[config.mk]
export PLATFORM = sky130hd
export DESIGN_NAME = gray_conv_arbiter_flat
export DESIGN_NICKNAME = d
export VERILOG_FILES = /design/src/rtl/gray_pkg.sv /design/src/rtl/gray_conv_arbiter_if.sv /design/src/rtl/gray_bin_w.sv /design/src/rtl/gray_conv_arbiter.sv /design/src/flat_wrapper.sv
export SDC_FILE = /design/constraint.sdc
export NUM_CORES = 1
export LEC_CHECK = 0
export CORE_MARGIN = 3
export CORE_UTILIZATION = 32
export DETAILED_ROUTE_END_ITERATION = 6
export PLACE_DENSITY = 0.58
export SYNTH_ARGS = -nofsm -noshare
export SYNTH_HDL_FRONTEND = slang
export SYNTH_SLANG_ARGS = --single-unit
[constraint.sdc]
create_clock -name clk -period 1.65 [get_ports clk]
set_input_delay 0.33 -clock clk [delete_from_list [all_inputs] [get_ports clk]]
set_output_delay 0.33 -clock clk [all_outputs]
set_load 0.05 [all_outputs]
[src/rtl/gray_pkg.sv]
// gray_pkg: shared types and default widths for the Gray-to-binary arbiter.
//   state_t : arbiter FSM encoding (IDLE / CONV / RESP)
//   GRAY_W  : default Gray/binary data width
//   CNT_W   : default width of the completed-conversion counter
package gray_pkg;

    typedef enum logic [1:0] {
        ST_IDLE = 2'd0,
        ST_CONV = 2'd1,
        ST_RESP = 2'd2
    } state_t;

    localparam int GRAY_W = 4;
    localparam int CNT_W  = 16;

endpackage

[src/rtl/gray_conv_arbiter_if.sv]
// gray_conv_arbiter_if: request/response bundle between NREQ Gray sources
// and the shared converter.
//   req_valid/req_gray/req_ready : per-requester valid/ready handshake;
//                                  requester i owns req_gray[i*W +: W]
//   rsp_valid/rsp_bin/rsp_id/rsp_ready : single response channel
//   busy, done_cnt              : status from the converter
//   master : requester/consumer side, slave : converter side
interface gray_conv_arbiter_if #(
    parameter int NREQ = 4,
    parameter int W    = gray_pkg::GRAY_W,
    parameter int CNTW = gray_pkg::CNT_W
);
    localparam int IDW = $clog2(NREQ);

    logic [NREQ-1:0]   req_valid;
    logic [NREQ*W-1:0] req_gray;
    logic [NREQ-1:0]   req_ready;
    logic              rsp_valid;
    logic [W-1:0]      rsp_bin;
    logic [IDW-1:0]    rsp_id;
    logic              rsp_ready;
    logic              busy;
    logic [CNTW-1:0]   done_cnt;

    modport master (
        output req_valid, req_gray, rsp_ready,
        input  req_ready, rsp_valid, rsp_bin, rsp_id, busy, done_cnt
    );

    modport slave (
        input  req_valid, req_gray, rsp_ready,
        output req_ready, rsp_valid, rsp_bin, rsp_id, busy, done_cnt
    );
endinterface

[src/rtl/gray_bin_w.sv]
// gray_bin_w: combinational Gray-to-binary converter.
//   i_gray : Gray-coded input (W bits)
//   o_bin  : binary value; bit i is the XOR of all Gray bits from i upward
module gray_bin_w #(
    parameter int W = 4
) (
    input  logic [W-1:0] i_gray,
    output logic [W-1:0] o_bin
);
    // Reduction over a shifted copy avoids a bit-to-bit feedback chain
    // inside one vector, which keeps the combinational graph acyclic.
    always_comb begin
        o_bin = '0;
        for (int i = 0; i < W; i++) begin
            o_bin[i] = ^(i_gray >> i);
        end
    end
endmodule

[src/rtl/gray_conv_arbiter.sv]
// gray_conv_arbiter: round-robin arbiter in front of one shared
// Gray-to-binary converter; one conversion in flight at a time.
//   clk   : rising-edge clock
//   rst_n : asynchronous active-low reset
//   bus   : slave side of gray_conv_arbiter_if (requests in, response out,
//           busy and done_cnt status)
// Timing: grant in IDLE at cycle T, rsp_valid at T+2, back in IDLE one cycle
// after the response handshake.
module gray_conv_arbiter
    import gray_pkg::*;
#(
    parameter int NREQ = 4,
    parameter int W    = GRAY_W,
    parameter int CNTW = CNT_W
) (
    input  logic                 clk,
    input  logic                 rst_n,
    gray_conv_arbiter_if.slave   bus
);
    localparam int IDW = $clog2(NREQ);

    state_t          r_state;
    state_t          w_next;
    logic [IDW-1:0]  r_rr_ptr;
    logic [IDW-1:0]  r_id;
    logic [W-1:0]    r_g;
    logic            r_rsp_valid;
    logic [W-1:0]    r_rsp_bin;
    logic [IDW-1:0]  r_rsp_id;
    logic [CNTW-1:0] r_done_cnt;

    logic            w_any;
    logic [IDW-1:0]  w_winner;
    logic [W-1:0]    w_gray_sel;
    logic [W-1:0]    w_bin;
    logic [NREQ-1:0] w_req_ready;

    // First asserted requester at or after ptr, wrapping modulo NREQ.
    // Scanning downward lets the lowest offset overwrite the result.
    function automatic logic [IDW:0] rr_pick(input logic [NREQ-1:0] v,
                                             input logic [IDW-1:0]  p);
        logic [IDW:0] res;
        int           idx;
        res = '0;
        for (int k = NREQ - 1; k >= 0; k--) begin
            idx = (int'(p) + k) % NREQ;
            if (v[idx]) res = {1'b1, IDW'(idx)};
        end
        return res;
    endfunction

    assign {w_any, w_winner} = rr_pick(bus.req_valid, r_rr_ptr);
    assign w_gray_sel        = bus.req_gray[w_winner*W +: W];

    gray_bin_w #(.W(W)) u_conv (
        .i_gray (r_g),
        .o_bin  (w_bin)
    );

    always_ff @(posedge clk or negedge rst_n) begin
        if (!rst_n) r_state <= ST_IDLE;
        else        r_state <= w_next;
    end

    always_comb begin
        w_next      = r_state;
        w_req_ready = '0;
        case (r_state)
            ST_IDLE: begin
                // rst_n gate keeps the grant strobe low while reset is held.
                if (w_any && rst_n) begin
                    w_req_ready[w_winner] = 1'b1;
                    w_next                = ST_CONV;
                end
            end
            ST_CONV: w_next = ST_RESP;
            ST_RESP: if (bus.rsp_ready) w_next = ST_IDLE;
            default: w_next = ST_IDLE;
        endcase
    end

    always_ff @(posedge clk or negedge rst_n) begin
        if (!rst_n) begin
            r_rr_ptr    <= '0;
            r_id        <= '0;
            r_g         <= '0;
            r_rsp_valid <= 1'b0;
            r_rsp_bin   <= '0;
            r_rsp_id    <= '0;
            r_done_cnt  <= '0;
        end else begin
            case (r_state)
                ST_IDLE: begin
                    if (w_any) begin
                        r_g      <= w_gray_sel;
                        r_id     <= w_winner;
                        // NREQ need not be a power of two, so wrap explicitly.
                        r_rr_ptr <= (w_winner == IDW'(NREQ - 1)) ? '0
                                                                 : w_winner + IDW'(1);
                    end
                end
                ST_CONV: begin
                    r_rsp_bin   <= w_bin;
                    r_rsp_id    <= r_id;
                    r_rsp_valid <= 1'b1;
                end
                ST_RESP: begin
                    if (bus.rsp_ready) begin
                        r_rsp_valid <= 1'b0;
                        r_done_cnt  <= r_done_cnt + CNTW'(1);
                    end
                end
                default: ;
            endcase
        end
    end

    assign bus.req_ready = w_req_ready;
    assign bus.rsp_valid = r_rsp_valid;
    assign bus.rsp_bin   = r_rsp_bin;
    assign bus.rsp_id    = r_rsp_id;
    assign bus.busy      = (r_state != ST_IDLE);
    assign bus.done_cnt  = r_done_cnt;
endmodule

[src/flat_wrapper.sv]
// flat-port wrapper written by rule: the top's interface ports become plain ports
module gray_conv_arbiter_flat import gray_pkg::*;
#(
    parameter int NREQ = 4,
    parameter int W    = GRAY_W,
    parameter int CNTW = CNT_W
)
  (clk, rst_n, bus_req_valid, bus_req_gray, bus_rsp_ready, bus_req_ready, bus_rsp_valid, bus_rsp_bin, bus_rsp_id, bus_busy, bus_done_cnt);
  gray_conv_arbiter_if #(.NREQ(NREQ), .W(W), .CNTW(CNTW)) bus_i ();
  input  logic clk;
  input  logic rst_n;
  input wire logic [$bits(bus_i.req_valid)-1:0] bus_req_valid;
  input wire logic [$bits(bus_i.req_gray)-1:0] bus_req_gray;
  input wire logic [$bits(bus_i.rsp_ready)-1:0] bus_rsp_ready;
  output wire logic [$bits(bus_i.req_ready)-1:0] bus_req_ready;
  output wire logic [$bits(bus_i.rsp_valid)-1:0] bus_rsp_valid;
  output wire logic [$bits(bus_i.rsp_bin)-1:0] bus_rsp_bin;
  output wire logic [$bits(bus_i.rsp_id)-1:0] bus_rsp_id;
  output wire logic [$bits(bus_i.busy)-1:0] bus_busy;
  output wire logic [$bits(bus_i.done_cnt)-1:0] bus_done_cnt;
  assign bus_i.req_valid = bus_req_valid;
  assign bus_i.req_gray = bus_req_gray;
  assign bus_i.rsp_ready = bus_rsp_ready;
  assign bus_req_ready = bus_i.req_ready;
  assign bus_rsp_valid = bus_i.rsp_valid;
  assign bus_rsp_bin = bus_i.rsp_bin;
  assign bus_rsp_id = bus_i.rsp_id;
  assign bus_busy = bus_i.busy;
  assign bus_done_cnt = bus_i.done_cnt;
  gray_conv_arbiter #(.NREQ(NREQ), .W(W), .CNTW(CNTW)) u_core (.clk(clk), .rst_n(rst_n), .bus(bus_i));
endmodule
==> results of run 1 <==
-- registers in the layout (all words and copies together) (netlist names) --
register / flops
u_core.bus.rsp_valid: 1
u_core.bus.rsp_id: 2
u_core.r_id: 2
u_core.r_rr_ptr: 2
u_core.r_g: 4
u_core.r_state: 2
u_core.bus.done_cnt: 16
u_core.bus.rsp_bin: 4
-- metal layers --
| metal | part of all wire [%] | GRT usage (%) | vias to the layer above |
|---|---|---|---|
| met1 | 43 | 16.3 | 640 |
| met3 | 8.1 | 5.63 | 5 |
| met2 | 48 | 20.8 | 45 |
| met4 | 0.77 | 2.67 | 0 |
| li1 | - | - | 642 |
| met5 | 0 | 0 | - |
-- where the power goes --
part	internal (mW)	total, mW	switching [mW]
Combinational	1.07	2.42	1.35
Sequential	1.08	1.31	0.229
Clock	0.292	0.571	0.280
-- worst max-delay path, delay by kind of cell, from the launching register on --
family	cells	cell delay, ps
flip-flops	1	400
AO/OA/AOI/OAI	1	250
AND/OR/NAND/NOR	3	490
buffers and inverters	2	300
-- synth_stat cells (2+ instances only) --
master	count
inv_1	3
o221ai_1	4
xnor2_1	12
nand2_1	22
nand2b_1	4
nand3_1	6
ha_1	2
nor3b_1	2
nand4_1	2
dfrtp_1	33
and4_1	2
mux2_2	5
a21oi_1	2
o21ai_0	3
nor2_1	7
mux2i_1	8
xor2_1	6
and3_1	3
inv_2	2
-- layout make-up --
type	count	area, µm²	area share, %
repair buffers	68	664	26.4
well taps	67	83.8	3.33
multi-input cells	104	838	33.3
clock inverters	2	10.0	0.398
flip-flops and latches	33	830	33.0
inverters	5	18.8	0.746
clock buffers	6	72.6	2.88
-- cell usage in the layout (no fill, tap or decap), types with 2 or more instances in the layout --
cell	instances
clkbuf_8	5
nand4_1	2
buf_12	8
clkdlybuf4s50_1	18
dlygate4sd2_1	4
mux2_2	5
nand2_1	21
dfrtp_2	3
clkinv_2	2
inv_1	3
and3_1	2
xnor2_1	12
mux2i_1	8
dfrtp_1	30
inv_2	2
xor2_1	6
nand3_1	6
nand2b_1	3
nor2_1	6
o21ai_0	3
nor3b_4	2
buf_4	37
o221ai_1	4
-- worst max-delay path by stage --
| stage | from | slack, ps | cells after the start | endpoint |
|---|---|---|---|---|
| 6_report | u_core.r_rr_ptr[0]$_DFFE_PN0P_ | -400 | 6 | bus_req_ready[1] |
| 3_3_place_gp | bus_req_valid[1] | -540 | 7 | bus_req_ready[1] |
| 2_1_floorplan | u_core.r_state[1]$_DFFE_PN0P_ | -300 | 4 | bus_req_ready[1] |
| 4_1_cts | u_core.r_rr_ptr[0]$_DFFE_PN0P_ | -390 | 6 | bus_req_ready[1] |
| 3_5_place_dp | bus_req_valid[1] | -600 | 7 | bus_req_ready[1] |
| 5_1_grt | u_core.r_rr_ptr[0]$_DFFE_PN0P_ | -450 | 6 | bus_req_ready[1] |
-- stage by stage --
step                      hold WS [ps]  area, µm²
final                              448       2520
after global routing               452       2520
after detailed placement           459       2370
after CTS                          445       2500
after global placement             455       2370
after floorplan                   34.4       1680
-- timing repair --
| item | 4_1_cts | 5_1_grt |
|---|---|---|
| pin swaps | 5 | 4 |
| setup endpoints to repair | 8 | 10 |
| setup buffers | 2 | 1 |
| gates resized for setup | 11 | 3 |
| hold buffers | 0 | 0 |
-- logic make-up after synthesis --
kind of cell    Yosys count
mux                      13
compound gates           16
fa+ha+maj                 2
simple gates             55
flops                    33
xor+xnor                 18
buf+inv                   8
==> summary.md, run 1 <==
| Metric | Value |
|---|---|
| Largest area contributor in the netlist | `dfrtp_1` |
| R2r endpoint | `u_core.r_g[3]$_DFFE_PN0P_` |
| Critical Path Fanout Max | `4` |
| Largest family of logic cells by synthesized area | `simple AND/OR/NAND/NOR gates` |
| Startpoint types | `flop` |
| Drt first pass iters | `4` |
| Worst Setup Slack, final | `-396 ps` |
| Pleak | `1.20 nW` |
| Worst IR drop on VDD | `0.908 mV` |
| Outcome | `finished with violations` |
| Worst-case clock skew | `7.18 ps` |
| Clk sinks | `33` |
| Max-slew violations | `0` |
| Setup TNS Final | `-1570 ps` |
| Clock buffer depth | `2` |
| Placed instance count | `274` |
| Routed WL | `3620 µm` |
| Largest net degree at the start of global routing | `32` |
| Synth Area in XOR/XNOR | `9.73%` |
| CP Capture Type | `output pin` |
| Via Count | `1332` |
| First-pass GRT wire length | `6270 µm` |
| Seq/Total Area, Yosys | `51.0%` |
| Critical Path RT | `1320 ps` |
| Fmax | `489 MHz` |
| Initial antenna violation count | `0` |
| Compound-Gate Fraction of Synth Area | `8.26%` |
| Post-synth EDFFs | `0` |
| Total CTS buffers | `5` |
| Antenna diodes | `0` |
| Critical R2R Launch | `u_core.r_rr_ptr[0]$_DFFE_PN0P_` |
| Final non-filler cell total | `285` |
| Synthesis-stage register bit count | `33` |
| Vias in the first global route | `1344` |
| Post-Syn Nets | `170` |
| Yosys Warn Count | `0` |
| Post-synth top area share | `51.0%` |
| Simple-gate portion of the synthesized area | `18.1%` |
| Max_slew headroom | `74.3%` |
| Clock transition at path regs | `60 ps` |
| Worst endpoint data arrival time | `1720 ps` |
| FFs w/ async S/R, synth | `100%` |
| Layout cells sized above 1 | `39.0%` |
| Cells after Synth | `145` |
| Actual slew at the worst max-slew pin | `386 ps` |
| Final nets | `242` |
| Iter 0 DRT Violations | `72` |
| Wire length per cell | `12.7 µm` |
| Mapped Avg Cell Area | `11.2 µm²` |
| Top post-synthesis cells by area | `dfrtp_1 51%, xnor2_1 6.5%, nand2_1 5.1%, mux2i_1 4.9%, mux2_2 3.5%` |
| R2R setup slack | `-30 ps` |
| Die height | `77.2 µm` |
| Final Hold Viols | `0` |
| Final core occ | `52.3%` |
| Num rows | `25` |
| Worst skew pair latency | `280 ps` |
| Total gr overflow | `0` |
| MaxCap Viol Count | `0` |
| CTS Root Cell | `clkbuf_8` |
| Die Span X | `77.2 µm` |
| Placer Congestion | `0.776` |
| Pwr Density | `1710 mW/mm²` |
| Multiplexer share of the synthesized area | `8.42%` |
| Top_reg_cell synth | `dfrtp_1` |
| I/O Buffers | `50` |
| Cells along the critical path | `nand2b_4 > nor2b_4 > o22a_2 > buf_12 > nor3b_4 > buf_12` |
| Hpwl dp | `2820 µm` |
| Fillers | `432` |
| DRC viols | `0` |
| Tightest Hold Check Type | `input pin to asynchronous set/reset pin` |
| Post-DRT Antenna Nets | `0` |
| Slowest CP cell | `dfrtp_1` |
| Distinct cells, synth | `36` |
| Htree depth | `2` |
| Core area | `0.00482 mm²` |
| Total chip power | `4.30 mW` |
| Crit share post-route | `124%` |
| I/O pin count | `51` |
| Final count of negative-setup-slack endpoints | `8` |
| Place WS | `-595 ps` |
| Post-DR vias/cell | `4.67` |
| Most frequent CP cell | `buf_12` |
| TritonCTS clock tree | `built` |
| Slowest stage delay, CP | `400 ps` |
| Tmin final | `2050 ps` |
| Die area | `0.00595 mm²` |
| Area grow syn2layout | `55.4%` |
| Total GRT Usage | `13.0%` |
| Synthesized-area fraction occupied by adder cells | `1.54%` |
| Initial core utilization | `33.6%` |
| Failing checks | `negative setup slack` |
| Reg2reg path depth | `7` |
| RSZ-0062 raised after global routing | `yes` |
| Crit Path Category | `flop to output pin` |
| Mapped cell area | `0.00162 mm²` |
(Power assumes the default switching activity.)
==> run 2, diff against run 1 <==
Settings changed: SETUP_SLACK_MARGIN set to 0.4.
==> run 2 against run 1 <==
The run still ends with negative setup slack left; global-route usage is 1.8 points higher; sequential cell count stayed put; sequential share of layout area is 5.9 points lower; critical endpoint unchanged; non-clock buffer count is 24 higher; fmax is 0.34% higher; critical path type unchanged; combinational power is 33% higher.
==> summary.md, run 2 (synthesized netlist as in run 1, its figures left out) <==
| Metric | Value |
|---|---|
| Outcome | `finished with violations` |
| Failing checks | `negative setup slack` |
| Worst Hold End | `u_core.bus.done_cnt[15]$_DFFE_PN0P_` |
| Iter 0 DRT Violations | `58 (-19%)` |
| Core area | `0.00482 mm² (unchanged)` |
| R2r endpoint | `u_core.r_g[3]$_DFFE_PN0P_` |
| Final nets | `266 (+9.9%)` |
| Clock transition at path regs | `70 ps (about the same)` |
| Max reg flops | `16 (unchanged)` |
| First-pass GRT wire length | `7060 µm (+13%)` |
| Power share of the clock group | `11.2% (-2.1 points)` |
| CTS Root Cell | `clkbuf_8` |
| Largest net degree at the start of global routing | `32 (unchanged)` |
| Most frequent cells in the layout | `31 x buf_4, 24 x buf_6, 20 x dfrtp_1, 18 x clkdlybuf4s50_1, 15 x nand2_1` |
| Clk sinks | `33 (unchanged)` |
| Startpoint types | `flop` |
| I/O Buffers | `50 (unchanged)` |
| TritonCTS clock tree | `built` |
| Clock buffer depth | `2 (unchanged)` |
| Tightest Hold Check Type | `flop to flop` |
| Pleak | `1.42 nW (+19%)` |
| Routed WL | `4200 µm (+16%)` |
| Comb power frac | `62.4% (+6.1 points)` |
| Number of hold buffers added after cts | `0 (unchanged)` |
| Initial core utilization | `33.6% (unchanged)` |
| Hpwl dp | `2890 µm (+2.5%)` |
| Post-DR vias/cell | `4.65 (-0.43%)` |
| Die height | `77.2 µm (unchanged)` |
| Pwr Density | `1660 mW/mm² (-2.9%)` |
| Via Count | `1438 (+8.0%)` |
| Drt first pass iters | `4 (unchanged)` |
| Actual slew at the worst max-slew pin | `383 ps (-3.47 ps)` |
| Placed Area | `0.00255 mm² (+7.6%)` |
| Max_slew headroom | `74.5% (+0.23 points)` |
| Total GRT Usage | `14.8% (+1.8 points)` |
| Critical Path Fanout Max | `4 (unchanged)` |
| Total chip power | `5.16 mW (+20%)` |
| Tmin final | `2040 ps (-6.97 ps)` |
| Worst Setup Slack, final | `-389 ps (+6.97 ps)` |
| Switch share | `41.8% (-1.5 points)` |
| Antenna diodes | `0 (unchanged)` |
| Finished Cell Area | `0.00311 mm² (+24%)` |
| Post-DRT Antenna Nets | `0 (unchanged)` |
| Wire length per cell | `13.6 µm (+7.0%)` |
| Crit Path Category | `flop to output pin` |
| Commonest non-fill, non-tap cell in the layout | `buf_4` |
| Total gr overflow | `0 (unchanged)` |
| I/O pin count | `51 (unchanged)` |
| Die area | `0.00595 mm² (unchanged)` |
| Worst hold path stage count | `1` |
| Max-slew violations | `0 (unchanged)` |
| Reg2reg path depth | `9 (+2)` |
| Final count of negative-setup-slack endpoints | `15 (+7)` |
| Final Hold Viols | `0 (unchanged)` |
| Hold slack | `473 ps (+26.0 ps)` |
| Critical Path RT | `1320 ps (about the same)` |
| Worst-case clock skew | `3.64 ps (-3.54 ps)` |
| RSZ-0062 raised after global routing | `yes` |
| Initial antenna violation count | `0 (unchanged)` |
| CP Capture Type | `output pin` |
| Crit share post-route | `124% (-0.42 points)` |
| R2R setup slack | `-170 ps (-140 ps)` |
| Vias in the first global route | `1504 (+12%)` |
| Fmax | `490 MHz (+0.34%)` |
| Worst endpoint data arrival time | `1710 ps (about the same)` |
| Placer Congestion | `0.808 (+4.1%)` |
| Final core occ | `64.6% (+12 points)` |
| Layout cells sized above 1 | `61.2% (+22 points)` |
| Worst skew pair latency | `280 ps (about the same)` |
| Reg power frac | `26.4% (-4.0 points)` |
| Die Span X | `77.2 µm (unchanged)` |
| Critical R2R Launch | `u_core.r_rr_ptr[0]$_DFFE_PN0P_` |
| MaxCap Viol Count | `0 (unchanged)` |
| Hold Startpoint | `u_core.bus.done_cnt[15]$_DFFE_PN0P_` |
| Htree depth | `2 (unchanged)` |
| Place WS | `-598 ps (-2.19 ps)` |
| Internal power | `3.01 mW (+23%)` |
| Worst IR drop on VDD | `0.818 mV (-9.9%)` |
| Total CTS buffers | `5 (unchanged)` |
| Area grow syn2layout | `92.1%` |
| DRC viols | `0 (unchanged)` |
| Num rows | `25 (unchanged)` |
| Switch Pwr | `2.16 mW (+16%)` |
==> run 2: how the worst max path moves through the flow <==
stage,from,slack (ps),endpoint
after floorplan,u_core.r_state[1]$_DFFE_PN0P_,-300,bus_req_ready[1]
after global placement,bus_req_valid[0],-580,bus_req_ready[2]
after detailed placement,bus_req_valid[0],-600,bus_req_ready[0]
after CTS,u_core.r_rr_ptr[0]$_DFFE_PN0P_,-390,bus_req_ready[0]
after global routing,u_core.r_rr_ptr[0]$_DFFE_PN0P_,-440,bus_req_ready[1]
final,u_core.r_rr_ptr[0]$_DFFE_PN0P_,-390,bus_req_ready[1]
==> run 2: power groups by stage <==
stage                     Clock [mW]  Sequential (mW)  Combinational [mW]
after global placement             0             1.37                2.44
after global routing           0.636             1.40                3.42
after CTS                      0.607             1.34                2.99
after detailed placement           0             1.40                2.48
final                          0.579             1.36                3.22
after floorplan                    0             1.84                1.11
==> run 2: area by class of cell <==
| type | instances | area [µm²] |
|---|---|---|
| flip-flops and latches | 33 | 842 |
| fillers | 387 | 1700 |
| multi-input cells | 104 | 1070 |
| clock inverters | 2 | 10.0 |
| repair buffers | 92 | 1020 |
| inverters | 5 | 18.8 |
| well taps | 67 | 83.8 |
| clock buffers | 6 | 72.6 |
==> run 2: timing repair <==
action,CTS,global route
setup endpoints to repair,38,43
setup buffers,12,10
hold endpoints to repair,0,0
pin swaps,13,22
gates cloned,1,0
resized for setup,42,32
==> run 2: per-layer routing <==
layer / share of wire, % / GRT usage [%] / vias up
li1: - / - / 697
met1: 37 / 16.3 / 698
met2: 56 / 26.7 / 39
met3: 5.7 / 5.05 / 4
met4: 1.1 / 4.63 / 0
met5: 0 / 0 / -
==> run 2: critical path: stages (launching register included) <==
cell      delay (ps)
dfrtp_1          390
nand2b_4         160
nor2b_4          120
o22a_4           250
buf_4            140
nor3b_4          200
buf_12           160
==> run 2: per-stage QoR <==
| stage | setup TNS [ps] | std cells |
|---|---|---|
| CTS | -2160 | 299 |
| global route | -4070 | 309 |
| floorplan | -1020 | 145 |
| finish | -2600 | 309 |
| detailed placement | -6450 | 278 |
| global placement | -5940 | 278 |
==> run 3, diff against run 2 <==
Settings changed: CORE_UTILIZATION 32 to 41, PLACE_DENSITY 0.58 to 0.72.
==> run 3 against run 2 <==
The run still ends with negative setup slack left; power up 2.9%; global-route usage increased by 4.1 points; fmax fell by 2.4%; largest cell class unchanged; first-iteration DRC count is 29% lower; non-clock buffer count up 1.
==> summary.md, run 3 (synthesized netlist as in run 1, its figures left out) <==
| Metric | Value |
|---|---|
| Vias in the first global route | `1472 (-2.1%)` |
| Via Count | `1516 (+5.4%)` |
| MaxCap Viol Count | `0 (unchanged)` |
| Critical Path RT | `1320 ps (about the same)` |
| CP Capture Type | `output pin` |
| Critical R2R Launch | `u_core.r_rr_ptr[1]$_DFFE_PN0P_` |
| Largest net degree at the start of global routing | `28 (-13%)` |
| Clock transition at path regs | `70 ps (about the same)` |
| Total GRT Usage | `18.9% (+4.1 points)` |
| Clock buffer depth | `2 (unchanged)` |
| Max_slew headroom | `75.9% (+1.4 points)` |
| Initial antenna violation count | `0 (unchanged)` |
| Max reg flops | `16 (unchanged)` |
| TritonCTS clock tree | `built` |
| I/O Buffers | `50 (unchanged)` |
| Total CTS buffers | `5 (unchanged)` |
| Initial core utilization | `43.3% (+9.6 points)` |
| Area grow syn2layout | `93.4%` |
| Worst skew pair latency | `280 ps (about the same)` |
| Final core occ | `83.7% (+19 points)` |
| Critical Path Fanout Max | `3 (-1)` |
| Total chip power | `5.31 mW (+2.9%)` |
| Hold Startpoint | `u_core.bus.done_cnt[15]$_DFFE_PN0P_` |
| Worst IR drop on VDD | `1.20 mV (+47%)` |
| Pleak | `1.48 nW (+3.7%)` |
| Startpoint types | `flop` |
| DRC viols | `0 (unchanged)` |
| Reg power frac | `25.8% (-0.6 points)` |
| Internal power | `3.02 mW (+0.58%)` |
| Cells along the critical path | `nand2b_4 > nor2b_4 > o22a_4 > buf_6 > nor3b_4 > buf_12` |
| Final nets | `269 (+1.1%)` |
| Worst endpoint data arrival time | `1760 ps (+50 ps)` |
| Crit Path Category | `flop to output pin` |
| Placer Congestion | `0.803 (-0.56%)` |
| Switch share | `43.1% (+1.3 points)` |
| Switch Pwr | `2.29 mW (+6.2%)` |
| R2R setup slack | `-150 ps (+20 ps)` |
| Slowest CP cell | `dfrtp_1` |
| Number of hold buffers added after cts | `0 (unchanged)` |
| Pwr Density | `1700 mW/mm² (+2.2%)` |
| Tmin final | `2090 ps (+49.4 ps)` |
| CTS Root Cell | `clkbuf_8` |
| Crit share post-route | `127% (+3.0 points)` |
| Num rows | `22 (-12%)` |
| RSZ-0062 raised after global routing | `yes` |
| I/O pin count | `51 (unchanged)` |
| Crit. Startpoint | `u_core.r_rr_ptr[0]$_DFFE_PN0P_` |
| Comb power frac | `63.0% (+0.6 points)` |
| Die area | `0.00474 mm² (-20%)` |
| Outcome | `finished with violations` |
| Drt first pass iters | `6 (+2)` |
| Wire length per cell | `16.7 µm (+23%)` |
| Most frequent cells in the layout | `33 x buf_4, 25 x buf_6, 21 x dfrtp_1, 17 x nand2_1, 17 x clkdlybuf4s50_1` |
| Failing checks | `negative setup slack` |
| Final Hold Viols | `0 (unchanged)` |
| Iter 0 DRT Violations | `41 (-29%)` |
| Tightest Hold Check Type | `flop to flop` |
| Htree depth | `2 (unchanged)` |
| Routed WL | `4890 µm (+16%)` |
| Placed instance count | `259 (-6.8%)` |
| WP buf/inv | `2 (unchanged)` |
| Power share of the clock group | `11.3% (about the same)` |
| Fmax | `479 MHz (-2.4%)` |
| Actual slew at the worst max-slew pin | `361 ps (-22.1 ps)` |
| Post-DRT Antenna Nets | `0 (unchanged)` |
| First-pass GRT wire length | `6700 µm (-5.1%)` |
| Antenna diodes | `0 (unchanged)` |
| Worst-case clock skew | `4.26 ps (+0.615 ps)` |
| Die height | `68.9 µm (-11%)` |
| Slowest stage delay, CP | `400 ps (about the same)` |
| Total gr overflow | `0 (unchanged)` |
| Commonest non-fill, non-tap cell in the layout | `buf_4` |
| Hpwl dp | `2910 µm (+0.95%)` |
| Clk sinks | `33 (unchanged)` |
| Die Span X | `68.9 µm (-11%)` |
| Final count of negative-setup-slack endpoints | `9 (-6)` |
| Core area | `0.00374 mm² (-22%)` |
| Worst Setup Slack, final | `-438 ps (-49.4 ps)` |
| Crit-path leading delay family | `simple AND/OR/NAND/NOR gates` |
| Hold slack | `476 ps (+2.59 ps)` |
| Max-slew violations | `0 (unchanged)` |
| Post-DR vias/cell | `5.17 (+11%)` |
| Final non-filler cell total | `293 (-5.2%)` |
| Layout cells sized above 1 | `61.6% (+0.48 points)` |
==> run 3: area by class of cell <==
cell class	count	area (µm²)
flip-flops and latches	33	841
multi-input cells	106	1130
clock buffers	5	68.8
fillers	184	609
inverters	5	18.8
well taps	48	60.1
repair buffers	93	993
clock inverters	3	17.5
==> run 3: worst register-to-register path: stages (launching register included) <==
cell      delay (ps)
dfrtp_1          420
a21o_1           170
a21oi_1          210
o22a_4           200
buf_6            130
buf_6            150
mux2i_1          240
o221ai_1         150
==> run 3: what timing repair did <==
action                     4_1_cts  5_1_grt
setup endpoints to repair       39       47
hold endpoints to repair         0        0
buffers inserted                10       14
gates cloned                     0        2
gates resized for setup         31       47
pin swaps                       18       12
==> run 3: path summary, 6_finish.rpt <==
path | to | depth (start not counted)
worst max register to register | u_core.r_g[0]$_DFFE_PN0P_ | 7
worst min register to register | u_core.bus.done_cnt[15]$_DFFE_PN0P_ | 1
max in group asynchronous | u_core.bus.done_cnt[14]$_DFFE_PN0P_ | 2
worst min-delay path | u_core.bus.done_cnt[15]$_DFFE_PN0P_ | 1
worst max-delay path | bus_req_ready[1] | 6
min in group asynchronous | u_core.r_state[1]$_DFFE_PN0P_ | 2
==> run 3: power by group through the flow <==
stage	Sequential (mW)	Combinational [mW]	Clock [mW]
4_1_cts	1.34	2.82	0.605
6_report	1.37	3.35	0.599
3_3_place_gp	1.37	2.41	0
3_5_place_dp	1.40	2.47	0
2_1_floorplan	1.84	1.11	0
5_1_grt	1.40	3.55	0.657
==> run 3: through the flow <==
step / setup WS, ps / instance area [µm²] / setup TNS [ps]
after global routing: -521 / 3130 / -2940
after global placement: -674 / 2520 / -5960
final: -438 / 3130 / -2140
after detailed placement: -717 / 2520 / -6800
after CTS: -434 / 2790 / -1880
after floorplan: -302 / 1780 / -1020
==> run 3: metal layers <==
layer	routed length [µm]	vias up	global-route usage [%]
met4	161	0	2.19
met1	1870	733	21.3
met3	266	19	6.65
met5	0	-	0
li1	-	702	-
met2	2590	62	35.1
